`src/rtl/lsu_bus_if.sv`:
```
// Data-bus bundle between the load/store unit and memory.
// Request/grant/response with a single outstanding access.
interface lsu_bus_if #(
   parameter int ADDR_W = 32
) ();
   logic              bus_req;
   logic              bus_we;
   logic [ADDR_W-1:0] bus_addr;
   logic [3:0]        bus_be;
   logic [31:0]       bus_wdata;
   logic              bus_gnt;
   logic              bus_rvalid;
   logic [31:0]       bus_rdata;

   modport master (
      output bus_req, bus_we, bus_addr, bus_be, bus_wdata,
      input  bus_gnt, bus_rvalid, bus_rdata
   );

   modport slave (
      input  bus_req, bus_we, bus_addr, bus_be, bus_wdata,
      output bus_gnt, bus_rvalid, bus_rdata
   );
endinterface

```
`src/rtl/lsu_bus_ctrl.sv`:
```
// Load/store bus controller: stalls the core while one data-bus
// access runs, steers lanes, extends load data, flags faults/timeouts.
module lsu_bus_ctrl #(
   parameter int ADDR_W         = 32,
   parameter int TIMEOUT_CYCLES = 64
) (
   input  logic              clk,
   input  logic              reset,
   input  logic              LoadOp,
   input  logic              StoreOp,
   input  logic [2:0]        funct3,
   input  logic [ADDR_W-1:0] addr,
   input  logic [31:0]       wdata,
   output logic              stall,
   output logic [31:0]       rdata,
   output logic              load_done,
   output logic              access_fault,
   output logic              bus_timeout,
   lsu_bus_if.master         bus
);
   typedef enum logic [1:0] {IDLE, REQ, WAIT_R, DONE} state_t;

   localparam int CW = $clog2(TIMEOUT_CYCLES) + 1;
   localparam logic [CW-1:0] CMAX = CW'(TIMEOUT_CYCLES - 1);

   state_t            state;
   logic [CW-1:0]     cnt;
   logic              req_q;
   logic              we_q;
   logic [ADDR_W-1:0] addr_q;
   logic [3:0]        be_q;
   logic [31:0]       wd_q;
   logic [1:0]        off_q;
   logic [1:0]        wid_q;
   logic              sgn_q;
   logic [31:0]       rdata_q;
   logic              done_q;
   logic              to_q;

   logic        op;
   logic        st;
   logic        bad;
   logic [3:0]  be_n;
   logic [31:0] wd_n;

   assign op = LoadOp | StoreOp;
   assign st = StoreOp & ~LoadOp;

   assign bad = (funct3 == 3'b011)
              | (funct3[2:1] == 2'b11)
              | (st & funct3[2])
              | ((funct3[1:0] == 2'b01) & addr[0])
              | ((funct3[1:0] == 2'b10) & (|addr[1:0]));

   always_comb begin
      be_n = 4'b0000;
      wd_n = 32'd0;
      unique case (1'b1)
         (funct3[1:0] == 2'b00): begin
            be_n = 4'b0001 << addr[1:0];
            wd_n = {4{wdata[7:0]}};
         end
         (funct3[1:0] == 2'b01): begin
            be_n = addr[1] ? 4'b1100 : 4'b0011;
            wd_n = {2{wdata[15:0]}};
         end
         (funct3[1:0] == 2'b10): begin
            be_n = 4'b1111;
            wd_n = wdata;
         end
         default: ;
      endcase
   end

   function automatic logic [31:0] ext(
      input logic [31:0] d,
      input logic [1:0]  off,
      input logic [1:0]  wid,
      input logic        sgn
   );
      logic [31:0] sh;
      sh = d >> {off, 3'b000};
      unique case (wid)
         2'b00:   ext = {{24{sgn & sh[7]}}, sh[7:0]};
         2'b01:   ext = {{16{sgn & sh[15]}}, sh[15:0]};
         default: ext = d;
      endcase
   endfunction

   always_ff @(posedge clk) begin
      if (reset) begin
         state   <= IDLE;
         cnt     <= '0;
         req_q   <= 1'b0;
         we_q    <= 1'b0;
         addr_q  <= '0;
         be_q    <= 4'b0000;
         wd_q    <= 32'd0;
         off_q   <= 2'b00;
         wid_q   <= 2'b00;
         sgn_q   <= 1'b0;
         rdata_q <= 32'd0;
         done_q  <= 1'b0;
         to_q    <= 1'b0;
      end else begin
         done_q <= 1'b0;
         to_q   <= 1'b0;
         unique case (state)
            IDLE: begin
               if (op & ~bad) begin
                  we_q   <= st;
                  addr_q <= {addr[ADDR_W-1:2], 2'b00};
                  be_q   <= be_n;
                  wd_q   <= wd_n;
                  off_q  <= addr[1:0];
                  wid_q  <= funct3[1:0];
                  sgn_q  <= ~funct3[2];
                  cnt    <= '0;
                  req_q  <= 1'b1;
                  state  <= REQ;
               end
            end
            REQ: begin
               // a load may be granted and answered in the same cycle
               if (bus.bus_gnt & ~we_q & bus.bus_rvalid) begin
                  rdata_q <= ext(bus.bus_rdata, off_q, wid_q, sgn_q);
                  done_q  <= 1'b1;
                  req_q   <= 1'b0;
                  state   <= DONE;
               end else if (bus.bus_gnt & we_q) begin
                  req_q <= 1'b0;
                  state <= DONE;
               end else if (cnt == CMAX) begin
                  req_q   <= 1'b0;
                  to_q    <= 1'b1;
                  rdata_q <= 32'd0;
                  state   <= DONE;
               end else if (bus.bus_gnt) begin
                  req_q <= 1'b0;
                  cnt   <= cnt + 1'b1;
                  state <= WAIT_R;
               end else begin
                  cnt <= cnt + 1'b1;
               end
            end
            WAIT_R: begin
               if (bus.bus_rvalid) begin
                  rdata_q <= ext(bus.bus_rdata, off_q, wid_q, sgn_q);
                  done_q  <= ~we_q;
                  state   <= DONE;
               end else if (cnt == CMAX) begin
                  to_q    <= 1'b1;
                  rdata_q <= 32'd0;
                  state   <= DONE;
               end else begin
                  cnt <= cnt + 1'b1;
               end
            end
            DONE: state <= IDLE;
         endcase
      end
   end

   assign stall = ~reset & (((state == IDLE) & op & ~bad)
                | (state == REQ) | (state == WAIT_R));
   assign access_fault = ~reset & (state == IDLE) & op & bad;
   assign rdata = ((state == IDLE) & LoadOp & bad) ? 32'd0 : rdata_q;
   assign load_done   = done_q;
   assign bus_timeout = to_q;

   assign bus.bus_req   = req_q;
   assign bus.bus_we    = we_q;
   assign bus.bus_addr  = addr_q;
   assign bus.bus_be    = be_q;
   assign bus.bus_wdata = wd_q;
endmodule

```
`src/flat_wrapper.sv`:
```
// flat-port wrapper written by rule: the top's interface ports become plain ports
module lsu_bus_ctrl_flat 
#(
   parameter int ADDR_W         = 32,
   parameter int TIMEOUT_CYCLES = 64
)
  (clk, reset, LoadOp, StoreOp, funct3, addr, wdata, stall, rdata, load_done, access_fault, bus_timeout, bus_bus_req, bus_bus_we, bus_bus_addr, bus_bus_be, bus_bus_wdata, bus_bus_gnt, bus_bus_rvalid, bus_bus_rdata);
  lsu_bus_if #(.ADDR_W(ADDR_W)) bus_i ();
  input  logic clk;
  input  logic reset;
  input  logic LoadOp;
  input  logic StoreOp;
  input  logic [2:0] funct3;
  input  logic [ADDR_W-1:0] addr;
  input  logic [31:0] wdata;
  output logic stall;
  output logic [31:0] rdata;
  output logic load_done;
  output logic access_fault;
  output logic bus_timeout;
  output wire logic [$bits(bus_i.bus_req)-1:0] bus_bus_req;
  output wire logic [$bits(bus_i.bus_we)-1:0] bus_bus_we;
  output wire logic [$bits(bus_i.bus_addr)-1:0] bus_bus_addr;
  output wire logic [$bits(bus_i.bus_be)-1:0] bus_bus_be;
  output wire logic [$bits(bus_i.bus_wdata)-1:0] bus_bus_wdata;
  input wire logic [$bits(bus_i.bus_gnt)-1:0] bus_bus_gnt;
  input wire logic [$bits(bus_i.bus_rvalid)-1:0] bus_bus_rvalid;
  input wire logic [$bits(bus_i.bus_rdata)-1:0] bus_bus_rdata;
  assign bus_bus_req = bus_i.bus_req;
  assign bus_bus_we = bus_i.bus_we;
  assign bus_bus_addr = bus_i.bus_addr;
  assign bus_bus_be = bus_i.bus_be;
  assign bus_bus_wdata = bus_i.bus_wdata;
  assign bus_i.bus_gnt = bus_bus_gnt;
  assign bus_i.bus_rvalid = bus_bus_rvalid;
  assign bus_i.bus_rdata = bus_bus_rdata;
  lsu_bus_ctrl #(.ADDR_W(ADDR_W), .TIMEOUT_CYCLES(TIMEOUT_CYCLES)) u_core (.clk(clk), .reset(reset), .LoadOp(LoadOp), .StoreOp(StoreOp), .funct3(funct3), .addr(addr), .wdata(wdata), .stall(stall), .rdata(rdata), .load_done(load_done), .access_fault(access_fault), .bus_timeout(bus_timeout), .bus(bus_i));
endmodule
```
`config.mk`:
```
export PLATFORM = sky130hd
export DESIGN_NAME = lsu_bus_ctrl_flat
export DESIGN_NICKNAME = d
export VERILOG_FILES = /design/src/rtl/lsu_bus_if.sv /design/src/rtl/lsu_bus_ctrl.sv /design/src/flat_wrapper.sv
export SDC_FILE = /design/constraint.sdc
export NUM_CORES = 1
export LEC_CHECK = 0
export BUFFER_PORTS_ARGS = -buffer_cell sky130_fd_sc_hd__buf_4
export CORE_MARGIN = 2
export CORE_UTILIZATION = 49
export DETAILED_ROUTE_END_ITERATION = 12
export PLACE_DENSITY_LB_ADDON = 0.2
export SLEW_MARGIN = 20
export SYNTH_ARGS = -nofsm -noshare
export SYNTH_HDL_FRONTEND = slang
export SYNTH_SLANG_ARGS = --single-unit
export TNS_END_PERCENT = 1
```
`constraint.sdc`:
```
create_clock -name clk -period 2.64 [get_ports clk]
set_input_delay 0.66 -clock clk [delete_from_list [all_inputs] [get_ports clk]]
set_output_delay 0.66 -clock clk [all_outputs]
set_load 0.01 [all_outputs]
```
# After elaboration in Yosys (flattened, before gate mapping)
# Index checks and enable logic that the tools add are counted.
# word_totals
regBits	116
input_bits	105
out_inout_bits	106
wordCells	112
# op_classes
n_addsub	1
n_eq_ne	16
n_shift	2
n_mux	38
n_bitwise	30
reduce_logical	12
# ops
operator	count
32-bit two-way mux	5
32-bit one-hot mux with 2 select lines	2
32-bit one-hot mux with 3 select lines	1
7-bit two-way mux	5
32-bit by 5-bit >> shifter with 16-bit output	1
7-bit one-hot mux with 3 select lines	1
1-bit AND	18
2-bit two-way mux	7
4-bit one-hot mux with 3 select lines	1
1-bit two-way mux	11
2-bit == test (second input constant)	4
2-bit one-hot mux with 4 select lines	1
7-bit by 1-bit adder with 7-bit output (second input constant)	1
7-bit by 6-bit == test with 1-bit output (second input constant)	1
1-bit bitwise OR	7
2-bit by 1-bit == test with 1-bit output (second input constant)	3
2-bit zero test	3
2-bit inequality test (second input constant)	3
3-bit by 2-bit inequality test with 1-bit output (second input constant)	2
1-bit one-hot mux with 2 select lines	3
3-bit AND reduction	2
5-bit by 2-bit inequality test with 1-bit output (second input constant)	1
1-bit inverter	5
5-bit AND reduction	1
other kinds (8)	10

# Logic depth before layout (Yosys ltp)
# Gate-level depths: netlist of the first run.
# depth
depth_word	11
ltp_mapped	9
mapped_depth_nobuf	7

# Least setup slack after synthesis of the first run
# OpenSTA, ideal clock, no wires.
# synth_timing
path_type	in2out
start	input funct3[0]
end	output stall
arrival_ns	1.911
required_time_ns	1.980
setup_slack_ns	0.069
cell_stages	6
n_path_buf	3
cell_sequence	buf_2 -> nor4_4 -> o221ai_1 -> clkbuf_1 -> clkbuf_1 -> a21oi_1
# synth_between
elab_chain_cells	10
word_cells_on_any_way	14
classes_between	eq/ne (3); bitwise (11)
# synth_rtl
element	line_no	rtl
from (decl)	flat_wrapper.sv:13	input logic [2:0] funct3;
3-bit by 2-bit == test with 1-bit output	lsu_bus_ctrl.sv:49	assign bad = (funct3 == 3'b011)
1-bit bitwise OR	lsu_bus_ctrl.sv:50	| (funct3[2:1] == 2'b11)
1-bit bitwise OR	lsu_bus_ctrl.sv:51	| (st & funct3[2])
1-bit bitwise OR	lsu_bus_ctrl.sv:52	| ((funct3[1:0] == 2'b01) & addr[0])
1-bit bitwise OR (*)	lsu_bus_ctrl.sv:53	| ((funct3[1:0] == 2'b10) & (|addr[1:0]));
1-bit inverter (*)	lsu_bus_ctrl.sv:164	assign stall = ~reset & (((state == IDLE) & op & ~bad)
1-bit AND (*)	lsu_bus_ctrl.sv:164	
1-bit bitwise OR (*) (2 in series)	lsu_bus_ctrl.sv:165	| (state == REQ) | (state == WAIT_R));
1-bit AND (*)	lsu_bus_ctrl.sv:164	
to (decl)	flat_wrapper.sv:16	output logic stall;
# Mark *: on every way between the ends. The rest lies on a longest branch, timed or not.

# Final worst setup path of the first run
# layout_timing
start	input addr[0]
end	output rdata[20]
# layout_between
elab_chain_cells	5
word_cells_on_any_way	7
classes_between	mux (1); bitwise (5); reduce/logical (1)
# layout_rtl
element	line_no	rtl
from (decl)	flat_wrapper.sv:14	input logic [ADDR_W-1:0] addr;
1-bit AND or 2-bit OR reduction (tied branches)	lsu_bus_ctrl.sv:52, lsu_bus_ctrl.sv:53	
1-bit bitwise OR or 1-bit AND (tied branches)	lsu_bus_ctrl.sv:52, lsu_bus_ctrl.sv:53	
1-bit bitwise OR (*)	lsu_bus_ctrl.sv:53	
1-bit AND (*)	lsu_bus_ctrl.sv:167	assign rdata = ((state == IDLE) & LoadOp & bad) ? 32'd0 : rdata_q;
32-bit two-way mux (*)	lsu_bus_ctrl.sv:167	
to (decl)	flat_wrapper.sv:17	output logic [31:0] rdata;
# Marked as above.

==> metrics.cfg, run 1 <==
[power]
total_power_uw=6440
ir_drop_uv=436
power_density_nw_per_um2=808
p_comb_share_pct=30.7
power_frac_seq_pct=33.2
p_int_uw=4430
clkPwrFrac_pct=36.2
switchingPower_uw=2010
p_leak_uw=0.00344
swShare_pct=31.2

[finish]
final_cell_area_sq_um=7960
fin_util_pct=72.5
drive_gt1_share_pct=32.5
finalNetCount=985
n_antenna_cell=0
area_growth_pct=42.9

[run]
drv_cap=0

[synth]
synth_cells=678
synth_top_area_cell=dfxtp_1
ys_async_sr_fraction_pct=0
ys.flop_type=dfxtp_1
synth_edf_count=0
synthTopCellsByArea=dfxtp_1 42%, nand2_1 6.6%, a21oi_1 5.0%
ys_seq_elements=116
synth_cell_types=52
yosysSeqAreaShare_pct=41.7
ys.warnings.count=0
synth_area_sq_um=5570
synth_top_cell_area_share_pct=41.7
synth_area_per_cell_sq_um=8.22

[sta]
rsz0062_at_grt=yes
fin_crit_sh_pct=98.4
timing.fmax_ghz=0.385
fin_crit_ps=2600
skew_ps=9.67
slew_headroom_pct=38.5
setup_tns_ps=0
hold_viol=0
setup_viol=0
worst_pin_slew_ps=923
worst_slack_ps=41.1
drv_slew=0

[setup_path]
regToRegEndpoint=u_core.rdata_q[10]
cp_slowest_cell=nor4_4
reg2regPathDepth=6
cp_top_family=buffers and inverters
crit_path_end_kind=output pin
crit_top_cell=buf_4
path_buf_inv=5
critical_path_class=in -> out
critPathRequiredTime_ps=1980
arrival_ps=1940
r2r_slack_ps=220
crit_fanout=16
worstPathCellList=buf_8 -> a21oi_1 -> buf_4 -> nor4_4 -> buf_4 -> buf_12 -> nor2b_1 -> buf_4
cpPeakStageDelay_ps=400
crit-reg2reg-launch=u_core.state[0]
startpoint_type=input port

[clocking]
clk_path_buf_depth=2
h-tree-depth=4
clkTransAtPathRegs_ps=50
worstSkewPairLatency_ps=410
cts_buffers=17
cts_num_sinks=116
cts_tree=built
cts_root_buffer=clkbuf_16
cts_hold_buf=0

[die]
coreArea_sq_um=11000
start_util_pct=50.8
fp.dieH_um=111
rows=38
io_pins=211
fp.dieW_um=111
die-area_sq_um=12200

[drt]
routed_wl_um=17300
vias=5858
first_iter_violations=401
drc_errors=0
via_per_inst=5.71
wl_per_cell_um=16.9
drtAntennaViolNets=0
dr.pass1.iters=5

[worst_hold_path]
worstHoldStart=u_core.bus.bus_addr[15]
min_to=u_core.bus.bus_addr[15]
hold_depth=2
hold_path.class=reg -> reg

[grt]
grt_max_degree=74
grt_pass1_vias=5573
grt-ovfl-total=0
grt_pass1_wl_um=27400
grtUsageTotal_pct=26.9
antenna_found_initial=0

[placement]
dpl_cell_area_sq_um=7260
place_hpwl_um=11900
place.gp.congestion=0.850
io_buffers=208
place_ws_ps=5.95

[status]
status=completed

cell usage after synthesis (2+ instances only):
cell	count
nor4b_1	2
a221o_1	24
dfxtp_1	116
nand2b_1	8
clkbuf_1	36
mux2_2	7
nor2_1	61
a211oi_1	23
o21ai_0	21
a211o_1	4
or2_2	2
nand2_1	98
o211ai_1	12
a21boi_0	2
mux2i_1	19
a31oi_1	7
nor4_1	6
nor3_1	29
nor3b_1	2
nand3_1	14
buf_2	15
a22oi_1	9
o21bai_1	2
a221oi_1	8
inv_1	15
nor2b_1	36
buf_4	4
ha_1	6
a21oi_1	56
and3_1	12
stage by stage:
stage | hold WS [ps] | std cells
4_1_cts | 452 | 1026
6_report | 453 | 1026
5_1_grt | 469 | 1026
2_1_floorplan | 434 | 679
3_3_place_gp | 441 | 990
3_5_place_dp | 447 | 990
how the worst max path moves through the flow:
stage | start | endpoint | slack (ps) | cells after the start
2_1_floorplan | funct3[0] | stall | 70 | 6
3_3_place_gp | bus_bus_gnt | u_core.rdata_q[30] | 120 | 6
3_5_place_dp | bus_bus_gnt | u_core.rdata_q[20] | 6 | 6
4_1_cts | addr[0] | rdata[20] | 5 | 8
5_1_grt | funct3[0] | rdata[20] | -20 | 8
6_report | addr[0] | rdata[20] | 40 | 8
cell families after synthesis:
| logic type | count (synthesis) | share of synthesized area (%) |
|---|---|---|
| other | 1 | 0.0673 |
| multiplexers | 27 | 5.23 |
| AO/OA/AOI/OAI | 176 | 22.0 |
| AND/OR/NAND/NOR | 280 | 24.2 |
| flip-flops | 116 | 41.7 |
| adder cells (fa/ha/maj) | 6 | 1.35 |
| buffers and inverters | 72 | 5.59 |
power by group through the flow:
stage	logic, uW	registers (uW)	clock network [uW]
CTS	1930	2130	2350
finish	1970	2140	2330
global route	2150	2160	2430
detailed placement	1850	2160	0
floorplan	1040	2200	0
global placement	1800	2150	0
placed cells by master (no fill, tap or decap), drive strengths merged, types with 2 or more instances in the layout:
cell	Yosys	layout
nand2	98	98
conb	1	2
or2	4	4
bufinv	0	3
nor2	61	61
inv	15	15
a21boi	2	2
a221oi	8	8
nor4b	2	2
nand2b	8	8
a211o	4	4
mux2	7	7
mux2i	19	19
ha	6	6
nand3	14	14
o21ai	22	22
o21bai	2	2
nor3	30	30
nor2b	38	38
a21oi	56	56
clkinv	1	4
clkbuf	36	22
a211oi	23	23
a22oi	9	9
a221o	24	24
dfxtp	116	116
nor3b	2	2
and3	12	12
nor4	7	7
buf	20	231
a31oi	7	7
o211ai	12	12
clkinvlp	0	3
worst min-delay path, stage by stage, from the launching register on:
cell and delay [ps]:
dfxtp_1 300, nand2_1 50, a21oi_1 50
flip-flops by register name, indices dropped and copies added (netlist names):
register and cells:
u_core.wid_q 2, u_core.rdata_q 32, u_core.bus.bus_be 4, u_core.bus.bus_addr 30, u_core.bus.bus_wdata 32, u_core.cnt 7
u_core.state 2, u_core.sgn_q 1, u_core.bus.bus_req 1, u_core.off_q 2, u_core.bus_timeout 1, u_core.load_done 1
u_core.bus.bus_we 1
layout make-up:
class / count / area, sq um
flip-flops and latches: 116 / 2320
fillers: 820 / 3020
inverters: 16 / 60.1
clock inverters: 9 / 128
multi-input cells: 491 / 3000
repair buffers: 232 / 1800
well taps: 140 / 175
clock buffers: 22 / 474
metal layers:
layer | track usage (%) | wire length, um | part of all wire [%] | vias to the layer above
li1 | - | - | - | 2791
met1 | 32.3 | 6850 | 40 | 2763
met4 | 9.67 | 365 | 2.1 | 0
met2 | 45.1 | 8610 | 50 | 273
met5 | 0 | 0 | 0 | -
met3 | 8.97 | 1480 | 8.6 | 31
what timing repair did:
item / CTS / global route
pin swaps: 2 / 0
buffers inserted: 3 / 0
cloned: 2 / 0
endpoints found under the setup margin: 32 / 48
gates resized for setup: 3 / 7
Power figures use the tool's default switching activity.
==> inputs of run 2 (changes only) <==
--- a/config.mk
+++ b/config.mk
@@ -7,7 +7,7 @@
 export LEC_CHECK = 0
 export BUFFER_PORTS_ARGS = -buffer_cell sky130_fd_sc_hd__buf_4
 export CORE_MARGIN = 2
-export CORE_UTILIZATION = 49
+export CORE_UTILIZATION = 38
 export DETAILED_ROUTE_END_ITERATION = 12
 export PLACE_DENSITY_LB_ADDON = 0.2
 export SLEW_MARGIN = 20
==> run 2 against run 1 <==
  * Clock power grew 3%
  * Sequential share of layout area fell by 0.25 points
  * Largest power group unchanged
  * Critical endpoint is now rdata[2]
  * Global-route usage is 5.4 points lower
  * Die area up 28%
  * Wire length about the same
  * Non-clock buffer count up 7
  * Highest routed layer unchanged
  * Fmax is 1.6% higher
==> metrics.cfg, run 2 (synthesized netlist as in run 1, its figures left out) <==
[status]
status=completed

[die]
coreArea_sq_um=14400  ; +31%
die-area_sq_um=15700  ; +28%
rows=44  ; +16%
io_pins=211  ; unchanged
fp.dieW_um=125  ; +13%
start_util_pct=38.6  ; -12 points
fp.dieH_um=125  ; +13%

[power]
power_density_nw_per_um2=804  ; -0.57%
p_int_uw=4450  ; +0.46%
switchingPower_uw=2010  ; about the same
swShare_pct=31.1  ; -0.12 points
ir_drop_uv=437  ; +0.32%
total_power_uw=6450  ; +0.29%
p_leak_uw=0.00347  ; +0.86%
p_comb_share_pct=30.0  ; -0.7 points
power_frac_seq_pct=33.0  ; -0.2 points
clkPwrFrac_pct=37.0  ; +0.8 points

[setup_path]
worstPathCellList=inv_2 -> ha_2 -> inv_1 -> nor4_4 -> buf_4 -> buf_4 -> nor2b_1 -> buf_4
crit_path_end_kind=output pin
critical_path_class=reg -> out
cp-startpoint=u_core.state[0]
crit-reg2reg-launch=u_core.state[0]
path_buf_inv=5  ; unchanged
crit_top_cell=buf_4
arrival_ps=1900  ; -40 ps
cp_top_family=buffers and inverters
cp_slowest_cell=dfxtp_1
r2r_slack_ps=210  ; about the same
startpoint_type=register
reg2regPathDepth=8  ; +2
regToRegEndpoint=u_core.rdata_q[18]
cpPeakStageDelay_ps=380  ; -20 ps
critPathRequiredTime_ps=1980  ; about the same
crit_fanout=6  ; -10

[worst_hold_path]
hold_depth=2  ; unchanged
min_to=u_core.bus.bus_be[1]
hold_path.class=reg -> reg
worstHoldStart=u_core.bus.bus_be[1]

[sta]
skew_ps=6.97  ; -2.70 ps
worst_pin_slew_ps=899  ; -24.4 ps
worst_slack_ps=82.0  ; +40.9 ps
hold_viol=0  ; unchanged
fin_crit_ps=2560  ; -40.9 ps
fin_crit_sh_pct=96.9  ; -1.5 points
timing.fmax_ghz=0.391  ; +1.6%
slew_headroom_pct=40.1  ; +1.6 points
setup_viol=0  ; unchanged
drv_slew=0  ; unchanged
rsz0062_at_grt=yes
fin_hold_ws_ps=453  ; -0.344 ps

[clocking]
clkTransAtPathRegs_ps=60  ; about the same
h-tree-depth=4  ; unchanged
worstSkewPairLatency_ps=410  ; about the same
cts_buffers=17  ; unchanged
cts_hold_buf=0  ; unchanged
clk_path_buf_depth=2  ; unchanged
cts_num_sinks=116  ; unchanged
cts_tree=built
cts_root_buffer=clkbuf_16

[finish]
n_antenna_cell=0  ; unchanged
area_growth_pct=44.1
stdcell_count=1078  ; +5.1%
drive_gt1_share_pct=33.0  ; +0.49 points
final_cell_mix=236 x buf_4, 115 x dfxtp_1, 98 x nand2_1, 58 x nor2_1, 56 x a21oi_1
finalNetCount=992  ; +0.71%
final_common_cell=buf_4

[grt]
met2_usage_pct=35.3  ; -9.8 points
grtUsageTotal_pct=21.5  ; -5.4 points
antenna_found_initial=0  ; unchanged
use_met3_pct=7.23  ; -1.7 points
grt_pass1_wl_um=27700  ; +0.96%
grt_pass1_vias=5605  ; +0.57%
grt-ovfl-total=0  ; unchanged
grt_max_degree=74  ; unchanged
met1_usage_pct=26.5  ; -5.8 points
grt_busiest_layer=met2

[drt]
wl_per_cell_um=16.0  ; -4.9%
first_iter_violations=392  ; -2.2%
vias=5800  ; -0.99%
routed_wl_um=17300  ; about the same
via_per_inst=5.38  ; -5.8%
drc_errors=0  ; unchanged
drtAntennaViolNets=0  ; unchanged
dr.pass1.iters=5  ; unchanged

[placement]
io_buffers=208  ; unchanged
place_hpwl_um=12400  ; +4.2%
dp.cells=1043  ; +5.4%
place.gp.congestion=0.826  ; -2.8%
place_ws_ps=-132  ; -138 ps

[run]
drv_cap=0  ; unchanged

-- run 2: changes by cell type in the layout (fill, tap and decap cells not counted), sizes merged --
cell      before  now
buf          231  239
bufbuf         1    0
bufinv         3    4
clkbuf        22   21
clkinv         4    7
clkinvlp       3    1
-- run 2: cell type report --
type	instances	area, sq um
fill	1349	6390
multi-input combinational	491	2990
sequential	116	2320
timing repair buffer	239	1820
clock buffer	21	450
tap	184	230
clock inverter	11	158
inverter	16	60.1
-- run 2: power groups by stage --
stage / Clock, uW / Combinational, uW / Sequential (uW)
6_report: 2390 / 1940 / 2130
5_1_grt: 2490 / 2130 / 2160
4_1_cts: 2420 / 1930 / 2130
3_5_place_dp: 0 / 1890 / 2160
3_3_place_gp: 0 / 1850 / 2150
2_1_floorplan: 0 / 1040 / 2200
-- run 2: worst reg2reg max path, cell delays in order, from the launching register on --
cell and delay [ps]:
dfxtp_1 340, inv_2 70, buf_4 120, ha_1 150
a21boi_0 190, o211ai_1 240, or2_4 340, a2111oi_4 710
a221o_1 220
-- run 2: through the flow --
| stage | instance area, sq um | TNS, ps | util (%) |
|---|---|---|---|
| CTS | 8020 | 0 | 55.6 |
| finish | 8030 | 0 | 55.7 |
| global placement | 7370 | -1080 | 51.1 |
| detailed placement | 7370 | -3060 | 51.1 |
| floorplan | 5580 | 0 | - |
| global route | 8030 | -617 | 55.7 |
-- run 2: how the worst max path moves through the flow --
stage,endpoint,slack [ps],cells past startpoint
after floorplan,stall,70,6
after global placement,rdata[31],-50,6
after detailed placement,rdata[18],-130,6
after CTS,rdata[2],6,8
after global routing,rdata[12],-30,8
final,rdata[2],80,8
-- run 2: what timing repair did --
action                                  CTS  global route
gates resized for setup                   4             7
gates cloned                              1             0
pin swaps                                 1             0
endpoints found under the setup margin   32            51
setup buffers                             2             0
-- run 2: per-layer routing --
metal	routed length, um	vias to the layer above
met1	7240	2739
met3	1370	26
met2	8340	228
met5	0	-
met4	340	0
li1	-	2807
==> inputs of run 3 (changes only) <==
--- a/config.mk
+++ b/config.mk
@@ -5,6 +5,7 @@
 export SDC_FILE = /design/constraint.sdc
 export NUM_CORES = 1
 export LEC_CHECK = 0
+export ABC_AREA = 1
 export BUFFER_PORTS_ARGS = -buffer_cell sky130_fd_sc_hd__buf_4
 export CORE_MARGIN = 2
 export CORE_UTILIZATION = 38
==> run 3 against run 2 <==
  * Fmax up 3.2%
  * Total power up 6.2%
  * Sequential power up 5%
  * Non-clock buffer count down 14
  * Clock skew down 1.2 ps
  * Global-route usage up 0.76 points
  * Final area up 1.8%
  * First-iteration DRC count down 9.4%
  * Sequential cell count unchanged
  * Synthesized area up 5.7%
  * Via count up 11%
  * Register-to-register slack better by 360 ps
  * Largest power group is now combinational logic
  * Highest routed layer unchanged
==> metrics.cfg, run 3 <==
[finish]
fin_util_pct=53.8  ; -1.9 points
drive_gt1_share_pct=25.0  ; -8.0 points
finalNetCount=1208  ; +22%
final_cell_mix=225 x nand2_1, 222 x buf_4, 148 x nor2_1, 116 x dfxtp_1
n_antenna_cell=0  ; unchanged
area_growth_pct=38.7
final_common_cell=nand2_1

[drt]
dr.pass1.iters=5  ; unchanged
vias=6435  ; +11%
drc_errors=0  ; unchanged
first_iter_violations=355  ; -9.4%
wl_per_cell_um=14.1  ; -12%
routed_wl_um=18300  ; +5.6%
via_per_inst=4.96  ; -7.9%
drtAntennaViolNets=0  ; unchanged

[power]
p_int_uw=4300  ; -3.2%
p_comb_share_pct=34.6  ; +4.6 points
clkPwrFrac_pct=32.7  ; -4.3 points
power_frac_seq_pct=32.7  ; -0.3 points
p_leak_uw=0.00379  ; +9.1%
swShare_pct=37.2  ; +6.1 points
total_power_uw=6850  ; +6.2%
ir_drop_uv=439  ; +0.50%
switchingPower_uw=2550  ; +27%
power_density_nw_per_um2=839  ; +4.3%

[synth]
synth_top_cell_area_share_pct=39.4  ; -2.3 points
yosysSeqAreaShare_pct=39.4  ; -2.3 points
synth_top_area_cell=dfxtp_1
ys.warnings.count=0  ; unchanged
synth_edf_count=0  ; unchanged
synthTopCellsByArea=dfxtp_1 39%, nand2_1 14%, nor2_1 9.4%
ys_seq_elements=116  ; unchanged
synthTopCellsByCount=225 x nand2_1, 148 x nor2_1, 116 x dfxtp_1
synth_cell_types=34  ; -35%
ys.flop_type=dfxtp_1
ys_async_sr_fraction_pct=0  ; unchanged
synth_area_per_cell_sq_um=6.52  ; -21%
synth_cells=904  ; +33%
synthMostInstantiatedCell=nand2_1
synth_area_sq_um=5890  ; +5.7%

[placement]
place.gp.congestion=0.815  ; -1.4%
io_buffers=208  ; unchanged
place_hpwl_um=12400  ; +0.17%

[die]
io_pins=211  ; unchanged
coreArea_sq_um=15200  ; +5.4%
die-area_sq_um=16500  ; +5.6%
rows=45  ; +2.3%
start_util_pct=38.8  ; +0.13 points
fp.dieW_um=129  ; +2.7%
fp.dieH_um=129  ; +2.7%

[clocking]
h-tree-depth=4  ; unchanged
clk_path_buf_depth=2  ; unchanged
cts_num_sinks=116  ; unchanged
cts_hold_buf=0  ; unchanged
worstSkewPairLatency_ps=410  ; about the same
cts_root_buffer=clkbuf_16
cts_buffers=17  ; unchanged
post_cts_resized=0  ; -4
postCtsSetupBuffers=0  ; -2
cts_tree=built
clkTransAtPathRegs_ps=60  ; about the same

[sta]
worst_pin_slew_ps=649  ; -250 ps
timing.fmax_ghz=0.403  ; +3.2%
hold_viol=0  ; unchanged
fin_crit_sh_pct=93.9  ; -3.0 points
skew_ps=5.78  ; -1.19 ps
setup_tns_ps=0  ; unchanged
slew_headroom_pct=56.6  ; +16 points
drv_slew=0  ; unchanged
setup_viol=0  ; unchanged
rsz0062_at_grt=no
fin_crit_ps=2480  ; -78.4 ps
fin_hold_ws_ps=430  ; -22.7 ps

[setup_path]
crit_fanout=32  ; +26
arrival_ps=1820  ; -80 ps
reg2regPathDepth=8  ; unchanged
crit_path_end_kind=output pin
critical_path_class=in -> out
critPathRequiredTime_ps=1980  ; about the same
regToRegEndpoint=u_core.rdata_q[12]
crit-reg2reg-launch=u_core.state[0]
r2r_slack_ps=570  ; +360 ps
startpoint_type=input port

[status]
status=completed

[run]
drv_cap=0  ; unchanged

[grt]
antenna_found_initial=0  ; unchanged
grt_max_degree=86  ; +16%
grt_pass1_vias=5852  ; +4.4%
grtUsageTotal_pct=22.3  ; +0.76 points
grt-ovfl-total=0  ; unchanged
grt_pass1_wl_um=29500  ; +6.5%

[worst_hold_path]
hold_depth=2  ; unchanged
min_to=u_core.sgn_q
worstHoldStart=funct3[2]
hold_path.class=in -> reg

## run 3: cell types whose count changed after synthesis, sizes merged, moves of 19 or more
cell	before	now
nor2	61	152
nor2b	38	0
nand3	14	75
a21oi	56	85
inv	15	67
a221o	24	0
a211oi	23	0
nor3	30	1
nand2	98	230
o21ai	22	93
mux2i	19	0
## run 3: worst max path at each step
stage / start / end / cells past startpoint
floorplan: funct3[1] / stall / 8
global placement: funct3[0] / rdata[12] / 10
detailed placement: funct3[1] / rdata[30] / 10
CTS: u_core.state[0] / rdata[30] / 7
global route: LoadOp / rdata[28] / 11
finish: funct3[0] / rdata[30] / 11
## run 3: worst max-delay path, stage by stage
cell and delay (ps):
buf_4 150, nand2_4 80, inv_2 40, nor2_4 100, nand2_4 80, nand2_4 90, nand2_1 80, nor2_2 130
buf_12 190, nor2_1 60, buf_4 140
## run 3: kinds of logic (layout without fill, tap and decap cells)
logic type	count (synthesis)	count (layout)	synth area share [%]
AND/OR/NAND/NOR	462	462	32.3
AO/OA/AOI/OAI	197	197	17.7
flip-flops	116	116	39.4
XOR/XNOR	2	2	0.297
buffers and inverters	120	325	8.87
other	1	2	0.0636
adder cells (fa/ha/maj)	6	6	1.27
## run 3: power by group through the flow
stage / registers, uW / logic (uW) / clock network, uW
after floorplan: 2320 / 1390 / 0
after global placement: 2260 / 2360 / 0
after detailed placement: 2270 / 2360 / 0
after CTS: 2240 / 2380 / 2280
after global routing: 2280 / 2660 / 2370
final: 2240 / 2370 / 2240
## run 3: metal layers
layer / global-route usage, % / up-vias / wire, um
met4: 6.59 / 0 / 195
met3: 6.99 / 18 / 1430
met5: 0 / - / 0
li1: - / 3290 / -
met2: 36.5 / 222 / 8450
met1: 28.3 / 2905 / 8180
## run 3: per-stage QoR
| stage | instances | setup slack, ps | area [sq um] |
|---|---|---|---|
| 2_1_floorplan | 905 | 373 | 5900 |
| 3_3_place_gp | 1266 | 174 | 7590 |
| 3_5_place_dp | 1266 | 144 | 7590 |
| 4_1_cts | 1298 | 139 | 8160 |
| 5_1_grt | 1298 | 35.0 | 8170 |
| 6_report | 1298 | 160 | 8170 |
## run 3: layout make-up
class / count / area, sq um
clock buffers: 17 / 425
clock inverters: 15 / 145
fillers: 1550 / 7030
inverters: 68 / 255
multi-input cells: 669 / 3060
flip-flops and latches: 116 / 2320
well taps: 188 / 235
repair buffers: 225 / 1730
